--- src/rtl/ifetch_fill_unit.sv ---
// ifetch_fill_unit
// Instruction-cache refill engine sitting directly upstream of Fetch.
// On a Fetch miss it latches the missing line address, reads the four words
// of the line from word-wide instruction memory (one request outstanding at a
// time), assembles the 128-bit line and writes it into Fetch's I-cache with a
// single-cycle WiCache strobe. A Fetch redirect (abort) cancels a fill; if a
// memory read is already in flight its response is drained and dropped.
//
// Ports
//   clk, reset          clock; synchronous active-high reset
//   ICacheMiss(_tag)    level miss indication and 5-bit line address
//   abort               Fetch redirect, cancels a fill in progress
//   memReq/memAddr      word read request, address {tag, wordIdx}
//   memAck              request accepted on memReq & memAck edge
//   memRespValid/Data   in-order read data, one per accepted request
//   WiCache             one-cycle I-cache write strobe
//   WiCacheline         filled line, word k at [32k+31:32k]
//   WiCachetag          zero-extended tag of the filled line
//   fillBusy            high whenever a fill (or drain) is in progress
module ifetch_fill_unit #(
    parameter int ADDR_W = 16
) (
    input  logic              clk,
    input  logic              reset,
    input  logic              ICacheMiss,
    input  logic [4:0]        ICacheMiss_tag,
    input  logic              abort,
    output logic              memReq,
    output logic [ADDR_W-1:0] memAddr,
    input  logic              memAck,
    input  logic              memRespValid,
    input  logic [31:0]       memRespData,
    output logic              WiCache,
    output logic [127:0]      WiCacheline,
    output logic [8:0]        WiCachetag,
    output logic              fillBusy
);

    typedef enum logic [2:0] {
        S_IDLE,
        S_REQ,
        S_RESP,
        S_DONE,
        S_HOLD,
        S_DRAIN
    } state_e;

    state_e            state_q, state_d;
    logic [4:0]        tag_q, tag_d;       // tag of the fill in progress
    logic [1:0]        widx_q, widx_d;     // word currently being fetched
    logic [2:0][31:0]  wbuf_q, wbuf_d;     // words 0..2 collected so far
    // Output line/tag live in their own registers so they keep the last
    // completed fill even while a later fill (or an aborted one) is running.
    logic [127:0]      line_q, line_d;
    logic [4:0]        otag_q, otag_d;

    always_ff @(posedge clk) begin
        if (reset) begin
            state_q <= S_IDLE;
            tag_q   <= '0;
            widx_q  <= '0;
            wbuf_q  <= '0;
            line_q  <= '0;
            otag_q  <= '0;
        end else begin
            state_q <= state_d;
            tag_q   <= tag_d;
            widx_q  <= widx_d;
            wbuf_q  <= wbuf_d;
            line_q  <= line_d;
            otag_q  <= otag_d;
        end
    end

    always_comb begin
        state_d = state_q;
        tag_d   = tag_q;
        widx_d  = widx_q;
        wbuf_d  = wbuf_q;
        line_d  = line_q;
        otag_d  = otag_q;
        unique case (state_q)
            S_IDLE: begin
                if (ICacheMiss) begin
                    tag_d   = ICacheMiss_tag;
                    widx_d  = 2'd0;
                    state_d = S_REQ;
                end
            end
            S_REQ: begin
                // An accepted request must have its response consumed even
                // when Fetch redirects on the same edge.
                if (abort)       state_d = memAck ? S_DRAIN : S_IDLE;
                else if (memAck) state_d = S_RESP;
            end
            S_RESP: begin
                if (memRespValid) begin
                    if (abort) begin
                        state_d = S_IDLE;
                    end else if (widx_q == 2'd3) begin
                        line_d  = {memRespData, wbuf_q[2], wbuf_q[1], wbuf_q[0]};
                        otag_d  = tag_q;
                        state_d = S_DONE;
                    end else begin
                        wbuf_d[widx_q] = memRespData;
                        widx_d         = widx_q + 2'd1;
                        state_d        = S_REQ;
                    end
                end else if (abort) begin
                    state_d = S_DRAIN;
                end
            end
            S_DRAIN: begin
                if (memRespValid) state_d = S_IDLE;
            end
            S_DONE:  state_d = S_HOLD;
            // The cache write lands at the end of DONE; the miss Fetch is
            // still showing here is stale, so skip one cycle before IDLE.
            S_HOLD:  state_d = S_IDLE;
            default: state_d = S_IDLE;
        endcase
    end

    always_comb begin
        memAddr      = '0;
        memAddr[6:0] = {tag_q, widx_q};
    end

    assign memReq      = (state_q == S_REQ);
    assign WiCache     = (state_q == S_DONE);
    assign WiCacheline = line_q;
    assign WiCachetag  = {4'd0, otag_q};
    assign fillBusy    = (state_q != S_IDLE);

endmodule

--- config.mk ---
export PLATFORM = sky130hd
export DESIGN_NAME = ifetch_fill_unit
export DESIGN_NICKNAME = d
export VERILOG_FILES = /design/src/rtl/ifetch_fill_unit.sv
export SDC_FILE = /design/constraint.sdc
export NUM_CORES = 1
export LEC_CHECK = 0
export BUFFER_PORTS_ARGS = -buffer_cell sky130_fd_sc_hd__buf_2
export CAP_MARGIN = 10
export CORE_AREA = 2 2 145 112
export CTS_CLUSTER_DIAMETER = 80
export DETAILED_ROUTE_END_ITERATION = 6
export DIE_AREA = 0 0 147 114
export PLACE_DENSITY_LB_ADDON = 0.05
export SKIP_CTS_REPAIR_TIMING = 1
export SLEW_MARGIN = 30
export SYNTH_ARGS = -nofsm -noshare
export SYNTH_HDL_FRONTEND = slang
export SYNTH_SLANG_ARGS = --single-unit
export TNS_END_PERCENT = 1
--- constraint.sdc ---
create_clock -name clk -period 4.75 [get_ports clk]
set_input_delay 1.425 -clock clk [delete_from_list [all_inputs] [get_ports clk]]
set_output_delay 1.425 -clock clk [all_outputs]
set_load 0.1 [all_outputs]
==> results by group <==
Clock network
  • Number of CTS-inserted buffers: 23
  • Clock tree from TritonCTS: built
  • Reg clk slew, reported paths: 60 ps
  • Clock Latency Late Sink: 500 ps
  • Total number of H-tree levels: 1
  • Worst-case clock buffer depth: 3
  • CTS Sinks: 239
  • Root cell of the clock tree: sky130_fd_sc_hd__clkbuf_16

Drt
  • Number of search-and-repair iterations in the first detailed-routing pass: 5
  • Total via count in the routed design: 7468
  • # DRC: 0
  • Length of routed met2 wiring: 9060 um
  • Top layer used by detailed routing: met4
  • Wire length the detailed router placed on met1: 9930 um
  • Violation count after the first detailed-routing iteration: 585
  • Final routed wire length divided by cell count: 14.5 um
  • Post-DRT Antenna Nets: 0
  • Total routed wirelength: 21000 um
  • Drt via density: 5.15
  • Amount of wire on met3 after detailed routing: 1730 um

Cells and area
  • Final net count: 1272
  • Sequential cell area in the final layout: 4780 um^2
  • Area growth from synthesis to layout: 19.1%
  • Footprint of the multi-input gates: 3340 um^2
  • Layout filler cell count: 1338
  • Share of final-layout standard cells stronger than drive strength 1: 0.190
  • Number of antenna repair diodes: 0

STA
  • Period utilization: 0.686
  • Hold Violations, Final: 0
  • Setup Skew: 8.97 ps
  • Setup tns final: 0 ps
  • Slew margin rel.: 0.372
  • Final-report setup violation count: 0
  • Number of slew-limit violations in the final report: 0
  • Fmax: 307 MHz
  • Final worst-path setup slack: 1490 ps
  • Minimum period implied by the final worst setup slack: 3260 ps
  • Slew of the pin with the lowest slew margin: 942 ps
  • Setup repair after global routing missed its margin: false

GRT
  • Global-route wire length before repair: 33600 um
  • All-layer global routing usage: 0.244
  • Pin count of the biggest net entering global routing: 129
  • Via count of the first global-routing pass: 6441
  • Remaining global-route overflow: 0
  • Antenna violations before repair: 0

Setup path
  • R2r worst-path depth: 5
  • Startpoint type of the worst setup path: flop
  • Endpoint of the worst setup timing path: WiCache
  • Kind of end point of the critical path: output port
  • Critical path startpoint: state_q[0]
  • Worst R2R End: WiCacheline[2]
  • Setup Crit Path Kind: flop to output port
  • Reg-to-reg setup timing slack: 2180 ps
  • CP arrival: 1830 ps
  • Beginning of the worst register-to-register path: state_q[1]
  • Critical path fanouts, max: 12
  • Critical path data required time: 3320 ps

Logic synthesis
  • Syn Inst Count: 1085
  • Count of different cell masters after synthesis: 29
  • Yosys reg bits: 239
  • Netlist area before placement: 8580 um^2
  • Synth warn: 0
  • Share of the yosys chip area belonging to registers: 0.558
  • Post-synthesis average cell area: 7.91 um^2

Floorplanning
  • Area enclosed by the die boundary: 16800 um^2
  • Horiz. Die Dim: 147 um
  • Die height: 114 um
  • Site row count: 40
  • Io pins: 199
  • Effective utilization at floorplan: 0.553
  • Area of the core: 15500 um^2

Place
  • Port-buffer cells: 185
  • Detailed placement HPWL: 12700 um
  • Global placement routability congestion: 0.739
  • Worst setup slack before clock tree synthesis: 1190 ps

Job
  • Number of max-cap violations: 0

Power and ir drop
  • Highest ir drop seen on vdd: 0.000270 V
  • Areal power density over the cells: 407 nW/um^2
  • Leakage power summed over all cells: 3.96 nW

Outcome
  • Run status: completed

Min path
  • Type of the most critical hold path: flop to flop
## how the worst min path moves through the flow
stage | from | endpoint | cells after the start
after floorplan | wbuf_q[57] | WiCacheline[57] | 2
after global placement | wbuf_q[45] | WiCacheline[45] | 2
after detailed placement | wbuf_q[51] | WiCacheline[51] | 2
after CTS | wbuf_q[64] | WiCacheline[64] | 2
after global routing | wbuf_q[23] | WiCacheline[23] | 2
final | wbuf_q[64] | WiCacheline[64] | 2
## worst max-delay path, stage by stage (launching register included)
cell                      delay (ps)
sky130_fd_sc_hd__dfxtp_1         580
sky130_fd_sc_hd__inv_1           140
sky130_fd_sc_hd__nor3_1          170
sky130_fd_sc_hd__buf_2           440
## registers in the layout (all words and copies together) (netlist names)
signal       flops
otag_q           5
wbuf_q          96
widx_q           2
WiCacheline    128
tag_q            5
state_q          3
## layer usage
metal,GRT usage,vias to the layer above
met5,0,-
met4,0.0481,0
met3,0.0528,27
met2,0.365,236
met1,0.365,3446
li1,-,3759
## synth_stat cells
master                      instances  area [um^2]
sky130_fd_sc_hd__nand2b_1           1         6.26
sky130_fd_sc_hd__conb_1             1         3.75
sky130_fd_sc_hd__o22ai_1            1         6.26
sky130_fd_sc_hd__o31ai_1            3         22.5
sky130_fd_sc_hd__nor2_1            10         37.5
sky130_fd_sc_hd__o2111ai_1          1         8.76
sky130_fd_sc_hd__a21oi_1          234         1170
sky130_fd_sc_hd__and3b_1            1         8.76
sky130_fd_sc_hd__o21ai_0            2         10.0
sky130_fd_sc_hd__dfxtp_1          239         4780
sky130_fd_sc_hd__clkbuf_1          46          173
sky130_fd_sc_hd__buf_6              8         90.1
sky130_fd_sc_hd__nor4b_4            1         23.8
sky130_fd_sc_hd__and3_1             4         25.0
sky130_fd_sc_hd__buf_4             14          105
sky130_fd_sc_hd__inv_1              5         18.8
sky130_fd_sc_hd__nor3_1             2         10.0
sky130_fd_sc_hd__nor3b_1            2         15.0
sky130_fd_sc_hd__buf_2             26          130
sky130_fd_sc_hd__nor4b_2            1         15.0
sky130_fd_sc_hd__nand3_1            5         25.0
sky130_fd_sc_hd__nand4_1            2         12.5
sky130_fd_sc_hd__mux2i_1            6         60.1
sky130_fd_sc_hd__and2_1             2         12.5
sky130_fd_sc_hd__ha_1               4         50.1
sky130_fd_sc_hd__a2111oi_0          1         8.76
sky130_fd_sc_hd__nor2b_1            1         6.26
sky130_fd_sc_hd__nand4b_1           1         8.76
sky130_fd_sc_hd__nand2_1          461         1730
## metrics by stage
| step | hold WS (ps) | power (W) | instance area (um^2) | cells | util |
|---|---|---|---|---|---|
| finish | 441 | 0.00416 | 10200 | 1450 | 0.659 |
| global route | 454 | 0.00428 | 10200 | 1450 | 0.659 |
| CTS | 448 | 0.00418 | 10200 | 1450 | 0.659 |
| detailed placement | 443 | 0.00240 | 9470 | 1410 | 0.610 |
| global placement | 438 | 0.00240 | 9470 | 1410 | 0.610 |
| floorplan | 432 | 0.00234 | 8620 | 1097 | - |
## power breakdown
part | internal [W] | total, W | switching (W) | leakage [nW]
clock | 0.00106 | 0.00180 | 0.000746 | 0.370
combinational | 0.0000605 | 0.000311 | 0.000250 | 1.66
sequential | 0.00202 | 0.00204 | 0.0000238 | 1.93
## cell usage in the layout, fill, tap and decap left out, drive strengths merged, types with 3 or more instances in the layout
master / count
buf: 197
o31ai: 3
conb: 13
ha: 4
nor2: 10
a21oi: 234
and3: 4
nand2: 461
nand3: 5
mux2i: 6
clkbuf: 36
clkinv: 3
inv: 5
dfxtp: 239
## cell type report
class | count | share of cell area
flip-flops and latches | 239 | 0.468
clock buffers | 36 | 0.0680
inverters | 5 | 0.00184
clock inverters | 4 | 0.00551
repair buffers | 197 | 0.104
multi-input cells | 759 | 0.327
well taps | 210 | 0.0257
## kinds of logic (layout without fill, tap and decap cells)
group / count (synthesis) / count (layout) / synth area share
AO/OA/AOI/OAI: 242 / 242 / 0.143
flip-flops: 239 / 239 / 0.558
AND/OR/NAND/NOR: 494 / 494 / 0.226
other: 1 / 13 / 0.000437
adder cells (fa/ha/maj): 4 / 4 / 0.00583
buffers and inverters: 99 / 242 / 0.0602
multiplexers: 6 / 6 / 0.00700
No activity file was read; power rests on OpenSTA's default activity.
